$ cat src/rtl/alu_issue_pipe.sv
// alu_issue_pipe: two-stage issue (EX) / writeback (WB) pipeline wrapped around an external
// combinational ALU, with an internal register file and a single EX-stage operand bypass.
module alu_issue_pipe #(
    parameter int DATA_W = 16,
    parameter int CODE_W = 5,
    parameter int NREG   = 8,
    localparam int AW    = $clog2(NREG)
) (
    input  logic              clk,
    input  logic              rst_n,
    input  logic              in_valid,
    output logic              in_ready,
    input  logic              in_ld,
    input  logic [CODE_W-1:0] in_code,
    input  logic [AW-1:0]     in_rd,
    input  logic [AW-1:0]     in_rs1,
    input  logic [AW-1:0]     in_rs2,
    input  logic [DATA_W-1:0] in_imm,
    output logic [DATA_W-1:0] alu_a,
    output logic [DATA_W-1:0] alu_b,
    output logic [CODE_W-1:0] alu_code,
    input  logic [DATA_W-1:0] alu_c,
    input  logic              alu_overflow,
    output logic              wb_valid,
    input  logic              wb_ready,
    output logic [AW-1:0]     wb_rd,
    output logic [DATA_W-1:0] wb_data,
    output logic              wb_overflow,
    output logic              ovf_sticky,
    input  logic              clear_ovf
);

    logic                     vld_p1;
    logic                     ld_p1;
    logic [AW-1:0]            rd_p1;
    logic signed [DATA_W-1:0] res_p1;
    logic                     ovf_p1;
    logic signed [DATA_W-1:0] opa_p0;
    logic signed [DATA_W-1:0] opb_p0;
    logic signed [DATA_W-1:0] rf [NREG];
    logic                     stall;
    logic                     accept;

    assign stall    = wb_valid && !wb_ready;
    assign in_ready = !stall;
    assign accept   = in_valid && in_ready;

    // Result the op in EX will retire with; a load carries its immediate on alu_a.
    assign res_p1 = ld_p1 ? alu_a : alu_c;
    assign ovf_p1 = ld_p1 ? 1'b0 : alu_overflow;

    // ---- stage p0: operand select (RF, or bypass from EX; r0 is hard zero) ----
    always_comb begin
        opa_p0 = '0;
        opb_p0 = '0;
        if (in_ld) begin
            opa_p0 = in_imm;
        end else begin
            if (in_rs1 == '0)
                opa_p0 = '0;
            else if (vld_p1 && rd_p1 == in_rs1)
                opa_p0 = res_p1;
            else
                opa_p0 = rf[in_rs1];

            if (in_rs2 == '0)
                opb_p0 = '0;
            else if (vld_p1 && rd_p1 == in_rs2)
                opb_p0 = res_p1;
            else
                opb_p0 = rf[in_rs2];
        end
    end

    // ---- stage p1: EX registers drive the ALU ----
    always_ff @(posedge clk or negedge rst_n) begin
        if (!rst_n) begin
            vld_p1   <= 1'b0;
            ld_p1    <= 1'b0;
            rd_p1    <= '0;
            alu_a    <= '0;
            alu_b    <= '0;
            alu_code <= '0;
        end else if (!stall) begin
            vld_p1 <= accept;
            if (accept) begin
                ld_p1    <= in_ld;
                rd_p1    <= in_rd;
                alu_code <= in_code;
                alu_a    <= opa_p0;
                alu_b    <= opb_p0;
            end
        end
    end

    // ---- stage p2: WB record capture and sticky overflow (set beats clear) ----
    always_ff @(posedge clk or negedge rst_n) begin
        if (!rst_n) begin
            wb_valid    <= 1'b0;
            wb_rd       <= '0;
            wb_data     <= '0;
            wb_overflow <= 1'b0;
            ovf_sticky  <= 1'b0;
        end else begin
            if (!stall) begin
                wb_valid <= vld_p1;
                if (vld_p1) begin
                    wb_rd       <= rd_p1;
                    wb_data     <= res_p1;
                    wb_overflow <= ovf_p1;
                end
            end
            if (!stall && vld_p1 && ovf_p1)
                ovf_sticky <= 1'b1;
            else if (clear_ovf)
                ovf_sticky <= 1'b0;
        end
    end

    // Register file is written at WB capture, so it already holds every WB-stage result.
    always_ff @(posedge clk or negedge rst_n) begin
        if (!rst_n) begin
            for (int i = 0; i < NREG; i++)
                rf[i] <= '0;
        end else if (!stall && vld_p1 && rd_p1 != '0) begin
            rf[rd_p1] <= res_p1;
        end
    end

endmodule

$ cat config.mk
export PLATFORM = sky130hd
export DESIGN_NAME = alu_issue_pipe
export DESIGN_NICKNAME = d
export VERILOG_FILES = /design/src/rtl/alu_issue_pipe.sv
export SDC_FILE = /design/constraint.sdc
export NUM_CORES = 1
export LEC_CHECK = 0
export CORE_MARGIN = 1
export CORE_UTILIZATION = 45
export CTS_BUF_LIST = sky130_fd_sc_hd__clkbuf_4
export CTS_CLUSTER_SIZE = 20
export DETAILED_ROUTE_END_ITERATION = 10
export MAX_ROUTING_LAYER = met4
export PLACE_DENSITY = 0.69
export SYNTH_ARGS = -nofsm -noshare
export SYNTH_HDL_FRONTEND = slang
export SYNTH_SLANG_ARGS = --single-unit
$ cat constraint.sdc
create_clock -name clk -period 1.6 [get_ports clk]
set_input_delay 0.24 -clock clk [delete_from_list [all_inputs] [get_ports clk]]
set_output_delay 0.24 -clock clk [all_outputs]
set_load 0.05 [all_outputs]
==> metrics.sh, run 1 <==
FINALCRITICALPERIOD_NS=1.760
FIRSTDRTPASSITERS=5
PLACEMENT.IO_BUFFERS=112
CLK_PATH_BUF_DEPTH=2
SEQ_AREA_UM2=4807
SYNTH_CELLS=792
POST-ROUTE-DRC-COUNT=0
FINISH.INSTANCE_AREA_UM2=12680
SYNTH.YOSYS.SEQ_AREA_SHARE=0.5175
CHIPWIDTH_UM=145.6
TOTALWIRELENGTH_UM=28600
CLKSINKCOUNT=192
POST_SYNTHESIS_INSTANCE_AREA_UM2=9285
PLACE.GP.CONGESTION=0.8194
SYNTH.FF_LATCH_COUNT=192
YOSYS_WARNINGS=0
HOLDWS_NS=0.1521
FIRST_GLOBAL_VIAS=7314
PLACE_HPWL_UM=17010
CTS_TREE='built'
NUMBER_OF_SYNTHESIZED_FLOPS_WITH_AN_ENABLE_PIN=0
FINISH.CELL_COUNT_WITHOUT_FILLERS=1246
ROWS=52
CLOCK_INSERTION_DELAY_WORST_SKEW_NS=0.59
R2R_END='rf[108]'
DETAIL_ROUTE.WL_PER_CELL_UM=22.95
SYN2LAYOUT_AREA_GROWTH_PCT=36.53
CLOCK_TREE.ROOT_CELL='sky130_fd_sc_hd__clkbuf_4'
SETUP.WORST_PATH.CLASS='reg -> reg'
NETSWITCHINGPOWER_uW=7999
FINALCLOCKSKEW_NS=0.02456
POWER-PER-CELL-AREA_nW_PER_UM2=1549
DESIGN.PORTCOUNT=113
R2R_SETUP_SLACK_NS=-0.16
GRT_REMAINING_OVERFLOW=0
FINISH.NET_COUNT=1015
FINAL_MIN_PERIOD_OVER_CLOCK_PERIOD=1.100
MAPPEDNETLISTNETS=845
RSZ0062_AT_GRT='true'
RELSLEWSLACK=0.6225
MAX_SLEW.WORST_PIN.SLEW_NS=0.5620
GRT_ANTENNA_BEFORE_REPAIR=1
POWER_LEAKAGE_uW=0.005468
FINISH.UTILIZATION=0.6265
START_UTIL=0.4589
VIOLATED_CHECKS='setup timing'
HOLD_VIOL_FINAL=0
DIE_HEIGHT_UM=145.6
POSTROUTEANTENNANETS=0
TRITONCTS.NUM_BUFFERS=17
CRIT_ARRIVAL_NS=2.24
POWER.INTERNAL_uW=11630
PROPORTION_OF_POWER_DRAWN_BY_FLIP_FLOPS_AND_LATCHES=0.423
TIMING.MAX_CAP.VIOLATIONS=0
AREA_TAKEN_BY_MULTI_INPUT_LOGIC_GATES_UM2=4683
POST_ROUTE_SETUP_SLACK_NS=-0.1599
P_CLK_FRAC=0.138
HTREE_LEVELS=4
DETAIL_ROUTE.ITER0.VIOLATIONS=792
R2R.WORST_PATH.CELLS=9
OVERALL_GLOBAL_ROUTING_RESOURCE_USAGE=0.2733
GRT_FIRST_PASS_WIRELENGTH_UM=42690
DP_WORST_SETUP_SLACK_NS=-0.5642
PLACED_CELLS_INCL_TAPS=1180
VIAS_PER_CELL=5.958
CLKSLEWWORSTSETUPHOLDPATHS_NS=0.16
CRIT_FANOUT=16
SETUP_VIOLATIONS=97
MAX_FREQ_GHz=0.5682
GRT_START_MAX_NET_PINS=46
YOSYS.AREA.TOP_TYPE_SHARE=0.5175
SETUP.WORST_PATH.END_CLASS='flop'
N_FILL_CELL=1489
PRIMARY_FLIP_FLOP_CELL_CHOSEN_BY_SYNTHESIS_MAPPING='sky130_fd_sc_hd__dfrtp_1'
FINAL_MAX_SLEW_VIOL_COUNT=0
FINAL_LAYOUT_SIZE_SUFFIX_GT1_FRAC=0.4123
START_KIND='flop'
WORST_SETUP_PATH_ENDPOINT='rf[108]'
CORE_AREA_UM2=20230
VDD_IR_DROP_MAX_mV=0.4813
NUMBER_OF_DISTINCT_LIBRARY_CELLS_AFTER_SYNTHESIS=34
HOLD_CLASS='in -> async'
PLACEMENT.CELL_AREA_UM2=11320
YOSYS.AREA.TOP_TYPE='sky130_fd_sc_hd__dfrtp_1'
TIMING.RR.START='rd_p1[2]'
RUN_STATUS='finished with violations'
WORST_SETUP_PATH_STARTPOINT='rd_p1[2]'
ASYNC_SET_RESET_FLOP_SHARE_OUT_OF_SYNTHESIS=1.000
SYNTH.AVG_CELL_AREA_UM2=11.72
WORST-ENDPOINT-REQUIRED_NS=2.08
NETLIST_TOP_CELLS_AREA='sky130_fd_sc_hd__dfrtp_1 (52%), sky130_fd_sc_hd__mux4_2 (16%), sky130_fd_sc_hd__mux2i_1 (5.2%), sky130_fd_sc_hd__nand2_1 (4.9%), sky130_fd_sc_hd__o21ai_0 (4.4%)'
VIA_COUNT=7424
P_COMB_FRAC=0.438
SWITCHING_SHARE=0.4075
FP.DIEAREA_UM2=21210
==> registers in the layout, indices dropped and copies added (netlist names) <==
name,count
alu_b,16
wb_rd,3
ovf_sticky,1
alu_code,5
vld_p1,1
rf,128
wb_overflow,1
ld_p1,1
rd_p1,3
wb_data,16
wb_valid,1
alu_a,16
==> per-stage QoR <==
step           total power, uW  setup TNS [ns]
6_report                 19630          -6.237
5_1_grt                  20670          -12.69
4_1_cts                  18830          -3.934
3_5_place_dp             15750          -45.25
3_3_place_gp             15480          -40.63
2_1_floorplan            12970          -10.22
==> worst min-delay path by stage <==
stage,startpoint,end,slack [ns],cells after the start
2_1_floorplan,rst_n,alu_a[0],-0.06,0
3_3_place_gp,rst_n,rf[49],0.22,1
3_5_place_dp,rst_n,rf[17],0.22,1
4_1_cts,rst_n,rf[17],0.11,2
5_1_grt,rst_n,rf[17],0.11,2
6_report,rst_n,rf[49],0.15,2
==> cells in the mapped netlist (2+ instances only) <==
cell type and n:
sky130_fd_sc_hd__nand4_1 2, sky130_fd_sc_hd__nand2_1 120, sky130_fd_sc_hd__o221ai_2 11, sky130_fd_sc_hd__nand2b_1 3, sky130_fd_sc_hd__nor3_1 18, sky130_fd_sc_hd__o21ai_0 82, sky130_fd_sc_hd__buf_6 5, sky130_fd_sc_hd__mux2i_1 48
sky130_fd_sc_hd__dfrtp_1 192, sky130_fd_sc_hd__mux4_2 64, sky130_fd_sc_hd__buf_1 2, sky130_fd_sc_hd__buf_2 16, sky130_fd_sc_hd__mux2_2 11, sky130_fd_sc_hd__nor2_1 49, sky130_fd_sc_hd__nand4bb_1 3, sky130_fd_sc_hd__nor4b_2 3
sky130_fd_sc_hd__xnor2_1 5, sky130_fd_sc_hd__inv_1 2, sky130_fd_sc_hd__a21oi_1 64, sky130_fd_sc_hd__clkbuf_1 57, sky130_fd_sc_hd__o221ai_1 22
==> power groups by stage <==
stage / combinational (uW) / sequential (uW) / clock [uW]
after floorplan: 3760 / 9210 / 0
after global placement: 7390 / 8090 / 0
after detailed placement: 7560 / 8200 / 0
after CTS: 7940 / 8130 / 2760
after global routing: 9170 / 8520 / 2980
final: 8610 / 8310 / 2710
==> cell families after synthesis <==
logic type,share of synthesized area
flip-flops,0.5175
multiplexers,0.2203
AO/OA/AOI/OAI,0.1194
AND/OR/NAND/NOR,0.09662
XOR/XNOR,0.004716
buffers and inverters,0.04150
==> cell usage in the layout, fill, tap and decap left out, types with 6 or more instances in the layout <==
master / instances
sky130_fd_sc_hd__dfrtp_1: 190
sky130_fd_sc_hd__buf_4: 120
sky130_fd_sc_hd__nand2_1: 105
sky130_fd_sc_hd__mux4_2: 64
sky130_fd_sc_hd__o21ai_0: 53
sky130_fd_sc_hd__clkdlybuf4s50_1: 49
sky130_fd_sc_hd__a21oi_1: 46
sky130_fd_sc_hd__mux2i_1: 41
sky130_fd_sc_hd__nor2_1: 33
sky130_fd_sc_hd__o221ai_2: 32
sky130_fd_sc_hd__buf_12: 25
sky130_fd_sc_hd__o21ai_1: 19
sky130_fd_sc_hd__nor3_1: 18
sky130_fd_sc_hd__clkbuf_4: 18
sky130_fd_sc_hd__buf_6: 16
sky130_fd_sc_hd__a21oi_2: 15
sky130_fd_sc_hd__o21ai_2: 10
sky130_fd_sc_hd__nor2_4: 10
sky130_fd_sc_hd__nand2_2: 9
sky130_fd_sc_hd__clkbuf_16: 8
sky130_fd_sc_hd__mux2i_2: 7
sky130_fd_sc_hd__nor2_2: 7
sky130_fd_sc_hd__buf_16: 7
sky130_fd_sc_hd__mux2_2: 6
==> final cells by class <==
cell class / count / share of cell area
Timing Repair Buffer: 231 / 0.1995
Inverter: 4 / 0.002171
Clock inverter: 14 / 0.01224
Sequential cell: 192 / 0.3792
Antenna cell: 1 / 0.0001974
Clock buffer: 18 / 0.01066
Tap cell: 270 / 0.02665
Multi-Input combinational cell: 516 / 0.3694
==> repair_timing <==
item / in CTS / in global routing
gates resized for setup: 59 / 103
endpoints found under the setup margin: 66 / 114
hold buffers: 1 / 0
buffers inserted: 13 / 6
pin swaps: 5 / 27
hold endpoints to repair: 192 / 0
cloned: 8 / 10
==> worst max-delay path: stages, from the launching register on <==
cell and delay [ns]:
sky130_fd_sc_hd__dfrtp_2 0.48, sky130_fd_sc_hd__buf_6 0.14, sky130_fd_sc_hd__buf_6 0.12, sky130_fd_sc_hd__buf_4 0.13, sky130_fd_sc_hd__nor2_2 0.07, sky130_fd_sc_hd__nand4_1 0.17
sky130_fd_sc_hd__buf_4 0.21, sky130_fd_sc_hd__clkbuf_16 0.19, sky130_fd_sc_hd__nand2_1 0.08, sky130_fd_sc_hd__o21ai_0 0.07
==> routing by layer <==
layer	global-route usage	share of wire	up-vias	routed length [um]
li1	-	-	3239	-
met1	0.3593	0.40	3769	11370
met2	0.4255	0.50	351	14290
met3	0.05392	0.075	65	2155
met4	0.09579	0.028	0	790
met5	-	0	-	0
No activity file was read; power rests on OpenSTA's default activity.
==> inputs of run 2 (changes only) <==
CORE_UTILIZATION = 52   (was 45)
PLACE_DENSITY = 0.78   (was 0.69)
SKIP_LAST_GASP = 1   (was unset)
==> metrics.sh, run 2 (synthesis gave the netlist of run 1 again) <==
SETUP.WORST_PATH.END_CLASS='flop'
TIMING.RR.START='wb_valid'
HOLD_VIOL_FINAL=0
LAYOUT_COMMONEST_CELL='sky130_fd_sc_hd__dfrtp_1'
VIOLATED_CHECKS='setup timing'
PLACE_HPWL_UM=16670
RELSLEWSLACK=0.7624
GRT_REMAINING_OVERFLOW=0
DETAIL_ROUTE.ITER0.VIOLATIONS=837
POSTROUTEANTENNANETS=0
FINISH.NET_COUNT=1006
FIRSTDRTPASSITERS=5
VDD_IR_DROP_MAX_mV=0.9861
CRITICAL-PATH-TOP-DELAY-FAMILY='buffers and inverters'
RSZ0062_AT_GRT='true'
FIRST_GLOBAL_VIAS=7168
CRIT_CHAIN='nor2b_4, buf_4, buf_8, nand4bb_4, buf_6, o21ai_0'
VIAS_PER_CELL=6.273
DESIGN.PORTCOUNT=113
PROPORTION_OF_POWER_DRAWN_BY_FLIP_FLOPS_AND_LATCHES=0.437
OVERALL_GLOBAL_ROUTING_RESOURCE_USAGE=0.2900
POWER_LEAKAGE_uW=0.005281
CHIPWIDTH_UM=135.6
FINALCLOCKSKEW_NS=0.01529
FIN_SETUP_TNS_NS=-9.855
TRITONCTS.NUM_BUFFERS=17
R2R_SETUP_SLACK_NS=-0.22
GRT_ANTENNA_BEFORE_REPAIR=2
PLACEMENT.IO_BUFFERS=112
GRT_START_MAX_NET_PINS=51
REGISTER_CONTAINING_THE_MOST_FLIP_FLOPS_IN_THE_FINAL_LAYOUT='rf'
POST-ROUTE-DRC-COUNT=0
CRIT_FANOUT=8
WORST_SETUP_PATH_ENDPOINT='rf[13]'
SYN2LAYOUT_AREA_GROWTH_PCT=29.55
REPORT.POWER.TOTAL_uW=18760
CRITICAL_PATH_DEPTH=6
WORST_SETUP_PATH_STARTPOINT='wb_valid'
FINAL_MIN_PERIOD_OVER_CLOCK_PERIOD=1.138
FINALCRITICALPERIOD_NS=1.820
TIMING.MAX_CAP.VIOLATIONS=0
LAYOUT.CELLS.MOST_COMMON_LIST='sky130_fd_sc_hd__dfrtp_1 (188), sky130_fd_sc_hd__buf_4 (125), sky130_fd_sc_hd__nand2_1 (118)'
LARGEST_REGISTER_FFS=128
CLOCK_INSERTION_DELAY_WORST_SKEW_NS=0.60
ROWS=48
HOLD_CLASS='in -> async'
GRT_FIRST_PASS_WIRELENGTH_UM=38840
RUN_STATUS='finished with violations'
SWITCHING_SHARE=0.4024
FP.DIEAREA_UM2=18390
PLACE.GP.CONGESTION=0.8711
CLOCK_TREE.ROOT_CELL='sky130_fd_sc_hd__clkbuf_4'
START_KIND='flop'
P_CLK_FRAC=0.141
P_COMB_FRAC=0.422
DIE_HEIGHT_UM=135.6
MAX_FREQ_GHz=0.5494
LONGEST_INDIVIDUAL_STAGE_DELAY_ON_THE_WORST_PATH_NS=0.43
CRIT_ARRIVAL_NS=2.31
POWER-PER-CELL-AREA_nW_PER_UM2=1560
CTS_TREE='built'
VIA_COUNT=7484
HTREE_LEVELS=4
NETSWITCHINGPOWER_uW=7551
R2R_END='rf[13]'
FINAL_LAYOUT_SIZE_SUFFIX_GT1_FRAC=0.3427
CLK_PATH_BUF_DEPTH=2
MAX_SLEW.WORST_PIN.SLEW_NS=0.3464
CORE_AREA_UM2=17360
CRITICAL_PATH.SLOWEST_CELL='sky130_fd_sc_hd__dfrtp_2'
SETUP.WORST_PATH.CLASS='reg -> reg'
START_UTIL=0.5350
WORST-ENDPOINT-REQUIRED_NS=2.09
POWER.INTERNAL_uW=11210
CLKSLEWWORSTSETUPHOLDPATHS_NS=0.16
POST_ROUTE_SETUP_SLACK_NS=-0.2202
TOTALWIRELENGTH_UM=26970
DETAIL_ROUTE.WL_PER_CELL_UM=22.61
R2R.WORST_PATH.CELLS=6
CLKSINKCOUNT=192
DP_WORST_SETUP_SLACK_NS=-0.5504
CP.BUFFERS_INVERTERS=3
SETUP_VIOLATIONS=113
FINAL_MAX_SLEW_VIOL_COUNT=0
-- run 2: worst min-delay path by stage --
| stage | depth (start not counted) | start | slack, ns | to |
|---|---|---|---|---|
| after floorplan | 0 | rst_n | -0.06 | alu_a[0] |
| after global placement | 1 | rst_n | 0.16 | rf[66] |
| after detailed placement | 1 | rst_n | 0.16 | rf[98] |
| after CTS | 2 | rst_n | 0.07 | rf[98] |
| after global routing | 2 | rst_n | 0.07 | rf[36] |
| final | 2 | rst_n | 0.08 | rf[2] |
-- run 2: layout make-up --
cell class / count / area (um^2)
diodes: 2 / 5.005
clock buffers: 19 / 142.6
fillers: 1119 / 5328
flip-flops and latches: 192 / 4810
repair buffers: 223 / 2297
clock inverters: 13 / 140.1
inverters: 4 / 27.53
well taps: 225 / 281.5
multi-input cells: 515 / 4325
-- run 2: per-stage QoR --
| stage | hold slack [ns] | instances | util | cell area (um^2) |
|---|---|---|---|---|
| after global routing | 0.06566 | 1193 | 0.6931 | 12030 |
| after floorplan | -0.05559 | 792 | - | 9497 |
| final | 0.08411 | 1193 | 0.6931 | 12030 |
| after global placement | 0.1636 | 1137 | 0.6486 | 11260 |
| after detailed placement | 0.1643 | 1137 | 0.6486 | 11260 |
| after CTS | 0.06977 | 1179 | 0.6752 | 11720 |
-- run 2: layer usage --
metal | global-route usage | vias to the layer above | part of all wire
met1 | 0.3866 | 3779 | 0.39
met5 | - | - | 0
met4 | 0.09363 | 0 | 0.026
met2 | 0.4538 | 420 | 0.49
li1 | - | 3220 | -
met3 | 0.05051 | 65 | 0.085
-- run 2: timing repair --
item,in CTS,in global routing
resized for setup,16,36
setup buffers,6,4
hold endpoints to repair,192,0
hold buffers,1,0
gates cloned,3,9
pin swaps,2,5
setup endpoints to repair,70,149
-- run 2: power groups by stage --
| stage | clock network, uW | registers (uW) | logic (uW) |
|---|---|---|---|
| detailed placement | 0 | 8180 | 7560 |
| global route | 2850 | 8400 | 8480 |
| global placement | 0 | 8090 | 7310 |
| CTS | 2640 | 8080 | 7650 |
| floorplan | 0 | 9210 | 3760 |
| finish | 2640 | 8210 | 7920 |
